$ cat src/rtl/qtcore_pkg.sv
// Shared qtcore constants: PC mux select encodings and default datapath widths.
package qtcore_pkg;

    localparam int unsigned PC_WIDTH_DEFAULT    = 5;
    localparam int unsigned INSTR_WIDTH_DEFAULT = 8;

    localparam logic [1:0] PC_SEL_INC = 2'b00;
    localparam logic [1:0] PC_SEL_ACC = 2'b01;
    localparam logic [1:0] PC_SEL_BWD = 2'b10;
    localparam logic [1:0] PC_SEL_FWD = 2'b11;

endpackage

$ cat src/rtl/scan_load_reg.sv
// Register with synchronous active-low reset, serial shift (MSB out) and parallel load.
// Priority per edge: reset > shift > load > hold.
module scan_load_reg #(
    parameter int unsigned WIDTH = 8
) (
    input  logic             clk,
    input  logic             rst_n,
    input  logic             shift_en,
    input  logic             shift_in,
    input  logic             load_en,
    input  logic [WIDTH-1:0] load_data,
    output logic [WIDTH-1:0] q,
    output logic             shift_out
);

    logic [WIDTH-1:0] data_q;
    logic [WIDTH-1:0] data_d;

    always_comb begin
        data_d = data_q;
        if (shift_en) begin
            data_d = {data_q[WIDTH-2:0], shift_in};
        end else if (load_en) begin
            data_d = load_data;
        end
    end

    always_ff @(posedge clk) begin
        if (!rst_n) begin
            data_q <= '0;
        end else begin
            data_q <= data_d;
        end
    end

    assign q         = data_q;
    assign shift_out = data_q[WIDTH-1];

endmodule

$ cat src/rtl/pc_ir_fetch_unit.sv
// Program counter and instruction register for the qtcore datapath; PC then IR form one scan segment.
// Optional breakpoint comparator enabled by defining PC_IR_BREAKPOINT_EN.
module pc_ir_fetch_unit
    import qtcore_pkg::*;
#(
    parameter int unsigned PC_WIDTH    = PC_WIDTH_DEFAULT,
    parameter int unsigned INSTR_WIDTH = INSTR_WIDTH_DEFAULT
) (
    input  logic                   clk,
    input  logic                   rst_n,
    input  logic                   processor_enable,
    input  logic                   PC_write_enable,
    input  logic [1:0]             PC_mux_select,
    input  logic                   IR_load_enable,
    input  logic [INSTR_WIDTH-1:0] acc_in,
    input  logic [INSTR_WIDTH-1:0] mem_data_in,
    output logic [PC_WIDTH-1:0]    pc_out,
    output logic [INSTR_WIDTH-1:0] instruction,
`ifdef PC_IR_BREAKPOINT_EN
    input  logic [PC_WIDTH-1:0]    bp_addr,
    input  logic                   bp_valid,
    input  logic                   bp_clear,
    output logic                   bp_hit,
`endif
    input  logic                   scan_enable,
    input  logic                   scan_in,
    output logic                   scan_out
);

    logic [PC_WIDTH-1:0]    pc_cur;
    logic [INSTR_WIDTH-1:0] ir_cur;
    logic [PC_WIDTH-1:0]    next_pc;
    logic                   pc_chain;
    logic                   pc_load;
    logic                   ir_load;

    // Only the low PC_WIDTH bits of the accumulator form a jump target.
    logic unused_acc_bits;
    assign unused_acc_bits = ^acc_in[INSTR_WIDTH-1:PC_WIDTH];

    assign pc_load = processor_enable & PC_write_enable;
    assign ir_load = processor_enable & IR_load_enable;

    always_comb begin
        next_pc = pc_cur + PC_WIDTH'(1);
        unique case (PC_mux_select)
            PC_SEL_INC: next_pc = pc_cur + PC_WIDTH'(1);
            PC_SEL_ACC: next_pc = acc_in[PC_WIDTH-1:0];
            PC_SEL_BWD: next_pc = pc_cur - PC_WIDTH'(3);
            PC_SEL_FWD: next_pc = pc_cur + PC_WIDTH'(2);
            default:    ;
        endcase
    end

    scan_load_reg #(
        .WIDTH (PC_WIDTH)
    ) u_pc_reg (
        .clk       (clk),
        .rst_n     (rst_n),
        .shift_en  (scan_enable),
        .shift_in  (scan_in),
        .load_en   (pc_load),
        .load_data (next_pc),
        .q         (pc_cur),
        .shift_out (pc_chain)
    );

    scan_load_reg #(
        .WIDTH (INSTR_WIDTH)
    ) u_ir_reg (
        .clk       (clk),
        .rst_n     (rst_n),
        .shift_en  (scan_enable),
        .shift_in  (pc_chain),
        .load_en   (ir_load),
        .load_data (mem_data_in),
        .q         (ir_cur),
        .shift_out (scan_out)
    );

    assign pc_out      = pc_cur;
    assign instruction = ir_cur;

`ifdef PC_IR_BREAKPOINT_EN
    logic bp_hit_q;
    logic bp_hit_d;
    logic bp_set;

    // Only a real functional PC load can trigger; scan shifting never does.
    assign bp_set = ~scan_enable & pc_load & bp_valid & (next_pc == bp_addr);

    always_comb begin
        bp_hit_d = bp_hit_q;
        if (bp_set) begin
            bp_hit_d = 1'b1;
        end else if (bp_clear) begin
            bp_hit_d = 1'b0;
        end
    end

    always_ff @(posedge clk) begin
        if (!rst_n) begin
            bp_hit_q <= 1'b0;
        end else begin
            bp_hit_q <= bp_hit_d;
        end
    end

    assign bp_hit = bp_hit_q;
`endif

endmodule

$ cat config.mk
export PLATFORM = sky130hd
export DESIGN_NAME = pc_ir_fetch_unit
export DESIGN_NICKNAME = d
export VERILOG_FILES = /design/src/rtl/qtcore_pkg.sv /design/src/rtl/scan_load_reg.sv /design/src/rtl/pc_ir_fetch_unit.sv
export SDC_FILE = /design/constraint.sdc
export NUM_CORES = 1
export LEC_CHECK = 0
export ABC_CLOCK_PERIOD_IN_PS = 2400
export CORE_MARGIN = 4
export CORE_UTILIZATION = 44
export DETAILED_ROUTE_END_ITERATION = 16
export GPL_TIMING_DRIVEN = 0
export MAX_ROUTING_LAYER = met4
export PLACE_DENSITY_LB_ADDON = 0.15
export SKIP_CTS_REPAIR_TIMING = 1
export SLEW_MARGIN = 20
export SYNTH_ARGS = -nofsm -noshare
export SYNTH_HDL_FRONTEND = slang
export SYNTH_SLANG_ARGS = --single-unit
$ cat constraint.sdc
create_clock -name clk -period 2.4 [get_ports clk]
set_clock_uncertainty 0.1 [all_clocks]
set_input_delay 0.72 -clock clk [delete_from_list [all_inputs] [get_ports clk]]
set_output_delay 0.72 -clock clk [all_outputs]
set_load 0.01 [all_outputs]
==> results of run 1 <==
==> sequential cells by signal, summed over array words and instances, names as in the netlist <==
name and cells:
u_ir_reg.q 8, u_pc_reg.q 5
==> cell families after synthesis <==
family                     synth area share
muxes                                 0.104
buffers and inverters                0.0936
and+or+nand+nor                       0.163
AOI/OAI and AO/OA                     0.251
adders and majority gates            0.0288
DFF                                   0.300
xor gates and xnor gates             0.0605
==> final cells by class <==
class,instances,area [sq um],share of cell area
buffer,8,66.3,0.0528
clock buffer,4,26.3,0.0209
inverter,4,15.0,0.0120
sequential,13,260,0.207
tap,25,31.3,0.0249
timing repair buffer,33,330,0.263
multi-input combinational,75,527,0.419
==> worst paths after layout <==
kind,to,cells past startpoint
worst min-delay path,u_ir_reg.q[7],2
worst max-delay path,pc_out[4],2
worst min register to register,u_ir_reg.q[7],2
worst max register to register,u_pc_reg.q[4],6
==> stage by stage <==
stage               std cells  power [mW]
CTS                       162       0.577
global placement          158       0.436
finish                    162       0.570
global route              162       0.607
detailed placement        158       0.441
floorplan                 100       0.353
==> cells in the mapped netlist <==
cell type,n
dfxtp_1,13
nor2_1,12
a211oi_1,10
mux2i_1,9
a21oi_1,7
nand2_1,6
o21ai_0,5
buf_4,3
buf_6,3
inv_1,3
xnor2_1,3
xor2_1,3
and4b_1,2
ha_1,2
o2111a_1,2
o21ai_1,2
o221ai_1,2
a2111oi_2,1
a21oi_2,1
a221oi_1,1
and2b_4,1
and3_1,1
buf_2,1
clkbuf_2,1
inv_2,1
nand2_2,1
nand2b_1,1
nand3_1,1
nand4_1,1
nor2b_4,1
==> routing by layer <==
layer	vias to the layer above	global-route usage
met5	-	-
met4	0	0.0383
met3	4	0.0513
met2	23	0.312
met1	404	0.196
li1	439	-
==> tightest hold or removal path, stage by stage (launching register included) <==
cell and delay [ns]:
dfxtp_1 0.32, nor2_1 0.10, a211oi_1 0.05
==> power groups by stage <==
stage	clock network (mW)	registers, mW	logic [mW]
after floorplan	0	0.261	0.0921
after global placement	0	0.256	0.180
after detailed placement	0	0.258	0.184
after CTS	0.140	0.253	0.184
after global routing	0.150	0.256	0.200
final	0.135	0.253	0.183
==> out/metrics.cfg, run 1 <==
[outcome]
run_status = complete, no violations

[floorplan]
die-area_sq_um = 2750
start_util = 0.482
die_h_microns = 52.4
io_pins = 39
num_rows = 15
core_area_sq_um = 1800
die_w_microns = 52.4

[clocking]
clock_latency_ns = 0.28
htree_levels = 1
clock-root-buffer = clkbuf_4
clkTransAtPathRegs_ns = 0.08
cts_buffer_depth = 2
cts_sinks = 13
cts_tree = yes
numCtsBuffers = 3

[timing]
setup_tns_ns = 0
holdWs_ns = 0.414
setup_violations = 0
rsz0062_at_grt = false
fin_crit_ns = 2.22
fin_ws_ns = 0.176
hold_violations = 0
fmax_mhz = 450
relSlewSlack = 0.773
slew_viol_final = 0
finalCritPeriodShare = 0.927
worstMarginPinSlew_ns = 0.340

[setup_path]
critical-path-top-delay-family = buffers and inverters
slowest_delay_ns = 0.53
rrSetupSlack_ns = 0.68
path_buf_inv = 2
path_class = reg -> out
cp_max_fo = 6
cp-start-kind = register
startpoint = u_pc_reg.q[4]
cp_slowest_cell = clkdlybuf4s50_1
worstPathRequired_ns = 1.58
worstReg2RegStart = u_pc_reg.q[1]
end_kind = primary output
worstPathCellList = buf_4, clkdlybuf4s50_1
arrival_ns = 1.40

[placed_design]
io_buffers = 33
gp_congestion = 0.859
pre_cts_ws_ns = 0.0973
dpl-instance-area_sq_um = 1230
dpl.hpwl_mm = 1.65

[routing]
drc_errors = 0
firstDrtPassIters = 4
dr_total_vias = 870
wl_per_cell_microns = 13.1
antenna_left = 0
wl_met2_mm = 1.05
routed_wl_mm = 2.13
drt-initial-drc-count = 10
highest_layer = met4
vias_per_cell = 5.37
met3_length_microns = 94
met1Wirelength_microns = 969

[global_route]
first_global_vias = 871
antenna_found_initial = 0
overflow = 0
grt_pass1_wl_mm = 3.57
grt_max_degree = 11
grtUsageTotal = 0.177

[pwr]
swShare = 0.291
p_switching_mw = 0.166
clockPowerShare = 0.236
internal_power_mw = 0.405
power_leakage_nw = 0.516
p_per_area_nw_per_um2 = 454
sequentialPowerShare = 0.443
ir_worst_vdd_v = 0.000339
p_comb_frac = 0.320

[logic_synthesis]
syn_avg_cell_area_sq_um = 8.68
synthCells = 100
synth_area_sq_um = 868
yosysSeqAreaShare = 0.300
synth_top_area_cell = dfxtp_1
yosysWarnings = 0
syn_nets = 127
ys_types = 30
synth_top_area_share = 0.300
synthTopCellsByArea = dfxtp_1 (30%), mux2i_1 (10%), a211oi_1 (8.6%)
synth_seq_cells = 13

[layout]
nets = 165
utilization = 0.697
fillers = 154
antenna_cells = 0
layout_commonest_cell = clkdlybuf4s50_1
flow.area_growth_from_synthesis_pct = 44.7
layout_common_cells = clkdlybuf4s50_1 (33), dfxtp_1 (13), nor2_1 (12)
final_area_sq_um = 1260
layout-drive-gt1-share = 0.124

[flow_run]
cap_violations = 0

[hold_path]
min_from = u_ir_reg.q[7]
hold_path_class = reg -> reg

No activity file was read; power rests on OpenSTA's default activity.
==> inputs of run 2 (changes only) <==
--- a/config.mk
+++ b/config.mk
@@ -8,6 +8,7 @@
 export ABC_CLOCK_PERIOD_IN_PS = 2400
 export CORE_MARGIN = 4
 export CORE_UTILIZATION = 44
+export CTS_CLUSTER_SIZE = 25
 export DETAILED_ROUTE_END_ITERATION = 16
 export GPL_TIMING_DRIVEN = 0
 export MAX_ROUTING_LAYER = met4
==> results of run 2 <==
No change in the layout: final DEF, timing and power equal those of run 1.
==> inputs of run 3 (changes only) <==
--- a/config.mk
+++ b/config.mk
@@ -6,7 +6,6 @@
 export NUM_CORES = 1
 export LEC_CHECK = 0
 export ABC_CLOCK_PERIOD_IN_PS = 2400
-export CORE_MARGIN = 4
 export CORE_UTILIZATION = 44
 export CTS_CLUSTER_SIZE = 25
 export DETAILED_ROUTE_END_ITERATION = 16
==> out/metrics.cfg, run 3 (synthesis gave the netlist of run 1 again) <==
[timing]
relSlewSlack = 0.779  ; was 0.773
setup_violations = 0  ; unchanged
fmax_mhz = 448  ; was 450 MHz
worstMarginPinSlew_ns = 0.331  ; was 0.340 ns
hold_violations = 0  ; unchanged
fin_crit_ns = 2.23  ; was 2.22 ns
finalCritPeriodShare = 0.930  ; was 0.927
holdWs_ns = 0.418  ; was 0.414 ns
slew_viol_final = 0  ; unchanged
rsz0062_at_grt = false  ; unchanged
setup_tns_ns = 0  ; unchanged

[global_route]
antenna_found_initial = 0  ; unchanged
overflow = 0  ; unchanged
first_global_vias = 789  ; was 871
grtUsageTotal = 0.213  ; was 0.177
grt_max_degree = 11  ; unchanged
grt_pass1_wl_mm = 3.19  ; was 3.57 mm

[setup_path]
slowest_delay_ns = 0.52  ; was 0.53 ns
worstPathCellList = buf_4, clkdlybuf4s50_1  ; unchanged
cp_max_fo = 6  ; unchanged
worstPathRequired_ns = 1.58  ; about the same
end_kind = primary output  ; unchanged
cp-start-kind = register  ; unchanged
cp_slowest_cell = clkdlybuf4s50_1  ; unchanged
arrival_ns = 1.41  ; was 1.40 ns
path_class = reg -> out  ; unchanged

[routing]
wl_per_cell_microns = 12.9  ; was 13.1 microns
antenna_left = 0  ; unchanged
dr_total_vias = 863  ; was 870
vias_per_cell = 5.33  ; was 5.37
drt-initial-drc-count = 7  ; was 10
firstDrtPassIters = 4  ; unchanged
drc_errors = 0  ; unchanged
routed_wl_mm = 2.09  ; was 2.13 mm

[outcome]
run_status = complete, no violations  ; unchanged

[clocking]
cts_sinks = 13  ; unchanged
cts_buffer_depth = 2  ; unchanged
htree_levels = 1  ; unchanged
clock_latency_ns = 0.28  ; about the same
cts_tree = yes  ; unchanged
clkTransAtPathRegs_ns = 0.08  ; about the same
clock-root-buffer = clkbuf_4  ; unchanged
numCtsBuffers = 3  ; unchanged

[placed_design]
io_buffers = 33  ; unchanged
placed_cells = 158  ; unchanged
dpl.hpwl_mm = 1.59  ; was 1.65 mm
gp_congestion = 0.740  ; was 0.859

[layout]
nets = 165  ; unchanged
final_cells = 162  ; unchanged
flow.area_growth_from_synthesis_pct = 44.7  ; unchanged
regArea_sq_um = 260  ; unchanged
layout_common_cells = clkdlybuf4s50_1 (33), dfxtp_1 (13), nor2_1 (12)  ; unchanged
layout-drive-gt1-share = 0.124  ; unchanged
fillers = 157  ; was 154
multiInputGateArea_sq_um = 527  ; unchanged
largest_reg_flops = 8  ; unchanged
layout_commonest_cell = clkdlybuf4s50_1  ; unchanged
antenna_cells = 0  ; unchanged

[floorplan]
io_pins = 39  ; unchanged
die-area_sq_um = 2160  ; was 2750 sq um
num_rows = 15  ; unchanged
die_h_microns = 46.4  ; was 52.4 microns
start_util = 0.487  ; was 0.482
core_area_sq_um = 1780  ; was 1800 sq um
die_w_microns = 46.4  ; was 52.4 microns

[pwr]
power_leakage_nw = 0.516  ; unchanged
p_per_area_nw_per_um2 = 454  ; about the same
ir_worst_vdd_v = 0.000431  ; was 0.000339 V

[hold_path]
hold_path_class = reg -> reg  ; unchanged

[flow_run]
cap_violations = 0  ; unchanged

## run 3: cell counts in the layout (fill, tap and decap cells not counted)
Identical to the previous run, type by type.
## run 3: cell type report
cell class	count	share of cell area
Buffer	8	0.0528
Tap cell	25	0.0249
Clock buffer	4	0.0209
Multi-Input combinational cell	75	0.419
Sequential cell	13	0.207
Timing Repair Buffer	33	0.263
Inverter	4	0.0120
## run 3: where the power goes
| part | switching, mW | leakage [nW] | internal, mW |
|---|---|---|---|
| clock network | 0.0693 | 0.0150 | 0.0645 |
| logic | 0.0764 | 0.393 | 0.107 |
| registers | 0.0199 | 0.108 | 0.233 |
| total | 0.166 | 0.516 | 0.405 |
## run 3: worst paths after layout
kind	from	slack (ns)	depth (start not counted)	endpoint
max	u_pc_reg.q[4]	0.17	2	pc_out[4]
min	u_ir_reg.q[3]	0.42	2	u_ir_reg.q[3]
max reg2reg	u_pc_reg.q[1]	0.70	6	u_pc_reg.q[4]
min reg2reg	u_ir_reg.q[3]	0.42	2	u_ir_reg.q[3]
## run 3: layer usage
layer	share of wire	GRT usage
met1	0.44	0.243
met5	0	-
met2	0.50	0.353
met4	0.0053	0.0706
met3	0.050	0.0588
## run 3: stage by stage
step           total power, mW  utilization  setup slack, ns  instance area, sq um
3_3_place_gp             0.435        0.690            0.113                  1230
4_1_cts                  0.572        0.705            0.160                  1260
6_report                 0.570        0.705            0.167                  1260
3_5_place_dp             0.441        0.690           0.0792                  1230
5_1_grt                  0.597        0.705            0.119                  1260
2_1_floorplan            0.353            -            0.683                   868
## run 3: critical path, delay by kind of cell (launching register included)
family | cells | cell delay (ns)
buf+inv | 2 | 0.67
flops | 1 | 0.46
